$ cat src/rtl/sar_avg_fifo.sv
// rtl/sar_avg_fifo.sv - averages 2**LOG2_AVG finished SAR codes with round-half-up into a small result FIFO
// First-word fall-through FIFO with a registered head word; a dropped average sets a sticky overflow flag.
module sar_avg_fifo #(
    parameter int DATA_W     = 8,
    parameter int LOG2_AVG   = 2,
    parameter int FIFO_DEPTH = 4
) (
    input  logic                            clk,
    input  logic                            reset,
    input  logic [DATA_W-1:0]               sar_in,
    input  logic                            sar_valid,
    input  logic                            clear,
    input  logic                            out_ready,
    output logic [DATA_W-1:0]               out_data,
    output logic                            out_valid,
    output logic [$clog2(FIFO_DEPTH):0]     level,
    output logic                            overflow
);
    localparam int N  = 1 << LOG2_AVG;
    localparam int AW = DATA_W + LOG2_AVG;
    localparam int SW = AW + 1;
    localparam int CW = (LOG2_AVG > 0) ? LOG2_AVG : 1;
    localparam int PW = $clog2(FIFO_DEPTH);
    localparam int LW = PW + 1;

    logic [AW-1:0]     acc;
    logic [CW-1:0]     cnt;
    logic [SW-1:0]     sum;
    logic [SW-1:0]     sum_sh;
    logic              sum_unused;
    logic [DATA_W-1:0] avg;
    logic              last;
    logic              push;
    logic              pop;
    logic              full;
    logic              push_ok;
    logic              drop;

    logic [DATA_W-1:0] mem [FIFO_DEPTH];
    logic [PW-1:0]     wr_ptr;
    logic [PW-1:0]     rd_ptr;
    logic [PW-1:0]     rd_ptr_n;
    logic [LW-1:0]     level_n;
    logic [LW-1:0]     remain;
    logic [DATA_W-1:0] head_n;

    // Sum carries one guard bit so the rounding constant can never wrap.
    assign sum        = {1'b0, acc} + SW'(sar_in) + SW'(N >> 1);
    assign sum_sh     = sum >> LOG2_AVG;
    assign avg        = sum_sh[DATA_W-1:0];
    assign sum_unused = ^sum_sh;

    assign last    = (cnt == CW'(N - 1));
    assign push    = sar_valid & ~clear & last;
    assign pop     = out_valid & out_ready;
    assign full    = (level == LW'(FIFO_DEPTH));
    assign push_ok = push & (~full | pop);
    assign drop    = push & ~push_ok;

    assign level_n  = level + LW'(push_ok) - LW'(pop);
    assign rd_ptr_n = rd_ptr + PW'(pop);
    assign remain   = level - LW'(pop);
    // When nothing older survives the pop, the incoming average becomes the head directly.
    assign head_n   = (remain == '0) ? avg : mem[rd_ptr_n];

    always_ff @(posedge clk) begin
        if (push_ok) begin
            mem[wr_ptr] <= avg;
        end
    end

    always_ff @(posedge clk) begin
        if (reset) begin
            acc       <= '0;
            cnt       <= '0;
            overflow  <= 1'b0;
            wr_ptr    <= '0;
            rd_ptr    <= '0;
            level     <= '0;
            out_valid <= 1'b0;
            out_data  <= '0;
        end else begin
            if (clear) begin
                acc <= '0;
                cnt <= '0;
            end else if (sar_valid) begin
                if (last) begin
                    acc <= '0;
                    cnt <= '0;
                end else begin
                    acc <= acc + AW'(sar_in);
                    cnt <= cnt + CW'(1);
                end
            end

            if (clear) begin
                overflow <= 1'b0;
            end else if (drop) begin
                overflow <= 1'b1;
            end

            if (push_ok) begin
                wr_ptr <= wr_ptr + PW'(1);
            end
            rd_ptr    <= rd_ptr_n;
            level     <= level_n;
            out_valid <= (level_n != '0);
            if (level_n != '0) begin
                out_data <= head_n;
            end
        end
    end

endmodule

$ cat config.mk
export PLATFORM = sky130hd
export DESIGN_NAME = sar_avg_fifo
export DESIGN_NICKNAME = d
export VERILOG_FILES = /design/src/rtl/sar_avg_fifo.sv
export SDC_FILE = /design/constraint.sdc
export NUM_CORES = 1
export LEC_CHECK = 0
export CORE_ASPECT_RATIO = 0.7
export CORE_MARGIN = 1
export CORE_UTILIZATION = 55
export DETAILED_ROUTE_END_ITERATION = 7
export GPL_ROUTABILITY_DRIVEN = 0
export PLACE_DENSITY = 0.72
export SYNTH_ARGS = -nofsm -noshare
export SYNTH_HDL_FRONTEND = slang
export SYNTH_SLANG_ARGS = --single-unit
$ cat constraint.sdc
create_clock -name clk -period 4.35 [get_ports clk]
set_clock_uncertainty 0.1 [all_clocks]
set_input_delay 0.435 -clock clk [delete_from_list [all_inputs] [get_ports clk]]
set_output_delay 0.435 -clock clk [all_outputs]
set_load 0.005 [all_outputs]
; After elaboration in Yosys (flattened, before gate mapping)
; Memories as Yosys holds them, arrays and structs flattened.
; Index checks and enable logic that the tools add are counted.
[totals]
regBits = 29
latch_bits = 0
mem_bits_rw = 32
mem_bits_ro = 0
elab_cells = 37
n_memories = 1
[mem_list]
columns = memory, depth, word_bits, read_ports, rd_clocked_by_memory_dff, wr, line
row1 = mem, 4, 8, 1, 0, 1, 39  ; logic [DATA_W-1:0] mem [FIFO_DEPTH];
[classes]
add_sub_neg = 9
n_mul = 0
div_mod_pow = 0
order_cmp = 0
n_eq_ne = 2
shifts = 0
mux = 5
bitwise = 9
n_reduce_logical = 3
[ops]
columns = operator, n
row1 = $add A10 B8 Y10, 2
row2 = $add A10 B2 Y10 const B, 1
row3 = $mux W10, 1
row4 = $mux W8, 1
row5 = $sub A3 B1 Y3, 2
row6 = $and A1 B1 Y1, 5
row7 = $add A2 B1 Y2 const B, 2
row8 = $add A3 B1 Y3, 1
row9 = $eq A3 B3 Y1 const B, 1
row10 = $logic_not A3 Y1, 1
row11 = $not A1 Y1, 3
row12 = $reduce_bool A3 Y1, 1
row13 = $add A2 B1 Y2, 1
row14 = $eq A2 B2 Y1 const B, 1
row15 = $mux W1, 2
row16 = $mux W2, 1
row17 = $reduce_or A2 Y1, 1
row18 = $or A1 B1 Y1, 1

; Logic depth before layout (Yosys ltp)
[depth]
ltp_word = 7
mapped_depth = 16

; Worst setup path before layout
; OpenSTA, ideal clock, no wires.
[synth_path]
kind = input-to-reg
startpoint = in sar_valid
endpoint = reg out_data[6]
setup_ps = 79
arrival_ps = 3061
path_slack_ps = 1109
stages = 15
n_path_buf = 2
path_cell_list = clkbuf_1 nand2_1 nor2_1 and2_1 clkbuf_1 inv_1 ha_1 inv_1 ha_1 fa_1 xnor2_1 xnor2_1 nor3_1 a311oi_1 a211oi_2
[synth_via]
elab_chain_len = 6
[synth_rtl]
columns = item, line
row1 = start: declaration, 11  ; input logic sar_valid,
row2 = $and A1 B1 Y1 (2 in series), 54  ; assign push = sar_valid & ~clear & last;
row3 = $and A1 B1 Y1, 57  ; assign push_ok = push & (~full | pop);
row4 = $add A3 B1 Y3, 60  ; assign level_n = level + LW'(push_ok) - LW'(pop);
row5 = $sub A3 B1 Y3, 60
row6 = $reduce_bool A3 Y1, 108  ; if (level_n != '0) begin
row7 = end signal: assignment, 109  ; out_data <= head_n;
row8 = end: declaration, 14  ; output logic [DATA_W-1:0] out_data,
; No other way between the ends.
; A chain may end at the register's enable or synchronous reset.

; Worst setup path after layout
; Same ends and word-level chain as after synthesis.

==> flow_summary.toml <==
[critical_path]
critical_path_class = "input pin to flop"
start_kind = "input pin"
arrival_ns = 3.71
crit_path_max_fanout = 8
cp.required_ns = 4.49
worst_setup_path_end_kind = "flop"

[global_routing]
grt_pass1_vias = 2287
grt_start_max_net_pins = 20
antenna_found_initial = 0
grt_pass1_wl_mm = 11.6
grt-ovfl-total = 0
grt.total_usage_pct = 24.8

[die]
start_util_pct = 58.3
die_area_um2 = 6550
coreArea_um2 = 5870
io_pins = 26
dieHeight_um = 68.0
rows = 23
die_w_um = 96.3

[sta]
hold_violations = 0
slew_headroom_pct = 46.3
max_freq_mhz = 280
finalSetupViolCount = 0
tightest_slew_ns = 0.803
finalSetupTns_ns = 0
grt_setup_unrepaired = "no"
period_share_pct = 82.0
period_minus_slack_ns = 3.57
slew_violations = 0

[pwr]
swShare_pct = 34.5
p_comb_share_pct = 37.5
p_int_uw = 1190
power_frac_seq_pct = 39.1
switching_power_uw = 625
p_leak_uw = 0.00147
pwr-share-clk_pct = 23.4
ir_drop_mv = 0.342
power_density_nw_per_um2 = 466

[clock_tree]
clk_pin_slew_worst_paths_ns = 0.07
cts_setup_buffers = 0
clock_sinks = 61
clk_path_buf_depth = 2
cts_buffers = 9
cts_root_buffer = "clkbuf_8"
cts_hold_buf = 0
cts_tree = "done"
postCtsResizedCells = 0
clk_latency_ns = 0.34
htreeDepth = 3

[detailed_routing]
wl_mm = 7.19
vias = 2388
via_per_inst = 5.74
wl_per_cell_um = 17.3
antenna_left = 0
remaining_drc_errors = 0
drt_iter0_markers = 126
first_pass_iters = 5

[cells_and_area]
antenna_cells = 0
layout.nets = 382
syn2layout_area_growth_pct = 13.4
fin_util_pct = 66.1
layout-drive-gt1-share_pct = 9.09

[status]
status = "finished clean"

[logic_synthesis]
netlist_area_um2 = 3420
synth-edff-count = 32
yosys_warnings = 0
netlist_instances = 312
synth_seq_cells = 61
synth_fp_nets = 358
synth-seq-area-share_pct = 45.0
async_reset_ff_share_pct = 0
yosysUniqueCellTypes = 53
ys.flop_type = "edfxtp_1"
synth.avg_cell_area_um2 = 11.0

[job]
cap_violations = 0

[placement]
port_buffers = 25
dp.final_hpwl_mm = 5.34

[worst_hold_path]
hp-class = "flop to flop"
logic make-up (layout without fill, tap and decap cells):
logic type | after synthesis | count (layout) | share of synthesized area [%]
AND/OR/NAND/NOR | 90 | 90 | 13.8
adder cells (fa/ha/maj) | 33 | 33 | 13.6
AO/OA/AOI/OAI | 61 | 61 | 12.6
multiplexers | 13 | 13 | 6.43
XOR/XNOR | 16 | 16 | 4.31
flip-flops | 61 | 61 | 45.0
buffers and inverters | 38 | 67 | 4.31
synth_stat cells (11+ instances only):
| master | instances | area, µm² |
|---|---|---|
| edfxtp_1 | 32 | 961 |
| dfxtp_1 | 29 | 581 |
| nor2_1 | 27 | 101 |
| ha_1 | 26 | 325 |
| inv_1 | 25 | 93.8 |
| a21oi_1 | 17 | 85.1 |
| nand2_1 | 15 | 56.3 |
| clkbuf_1 | 11 | 41.3 |
| nor2b_1 | 11 | 68.8 |
| xnor2_1 | 11 | 96.3 |
sequential cells by signal (all words and copies together) (netlist names):
signal,flops
acc,10
cnt,2
level,3
mem,32
out_data,8
out_valid,1
overflow,1
rd_ptr,2
wr_ptr,2
through the flow:
step | total power, µW | instance area [µm²] | hold WS, ns | worst slack, ns | cells
after floorplan | 1190 | 3420 | 0.350 | 1.11 | 312
after global placement | 1380 | 3720 | 0.358 | 0.643 | 400
after detailed placement | 1400 | 3720 | 0.367 | 0.475 | 400
after CTS | 1820 | 3880 | 0.387 | 0.780 | 416
after global routing | 1920 | 3880 | 0.408 | 0.563 | 416
final | 1810 | 3880 | 0.380 | 0.782 | 416
layer usage:
metal	up-vias	wire length, µm	global-route usage [%]
met4	0	65	8.27
met3	8	548	5.78
met1	1144	3440	34.5
met5	-	0	0
li1	1162	-	-
met2	74	3130	38.5
area by class of cell:
class | instances | area, µm²
timing repair buffer | 26 | 258
fill | 473 | 1990
clock inverter | 5 | 28.8
multi-input combinational | 213 | 1740
inverter | 25 | 93.8
sequential | 61 | 1540
clock buffer | 11 | 131
tap | 75 | 93.8
path summary, 6_finish.rpt:
kind	startpoint	end	slack (ns)	cells after the start
worst min register to register	acc[0]	acc[0]	0.38	2
worst max register to register	cnt[0]	out_data[6]	0.78	14
worst max-delay path	sar_valid	out_data[6]	0.78	14
worst min-delay path	acc[0]	acc[0]	0.38	2
power by group through the flow:
| stage | clock (µW) | sequential [µW] | combinational (µW) |
|---|---|---|---|
| after floorplan | 0 | 713 | 473 |
| after global placement | 0 | 719 | 657 |
| after detailed placement | 0 | 719 | 677 |
| after CTS | 432 | 707 | 681 |
| after global routing | 461 | 713 | 746 |
| final | 424 | 708 | 679 |
critical path, cell delays in order:
cell	delay, ns
clkdlybuf4s50_1	0.49
nand2_1	0.06
nor2_1	0.12
and2_1	0.30
inv_1	0.08
ha_1	0.29
inv_1	0.04
ha_1	0.18
fa_1	0.38
xnor2_1	0.15
xnor2_1	0.15
nor3_1	0.62
a311oi_1	0.15
a211oi_2	0.26
cells in the final DEF (no fill, tap or decap), drive strengths merged, types with 5 or more instances in the layout:
cell	instances
clkdlybuf4s50	25
edfxtp	32
fa	7
dfxtp	29
nand2b	7
o21ai	8
inv	25
a211oi	8
ha	26
clkbuf	11
and3	5
nor3	5
nand2	15
a21oi	17
and2	6
nand3	5
xor2	5
xnor2	11
nor2	27
nor2b	11
mux4	7
(Power assumes the default switching activity.)
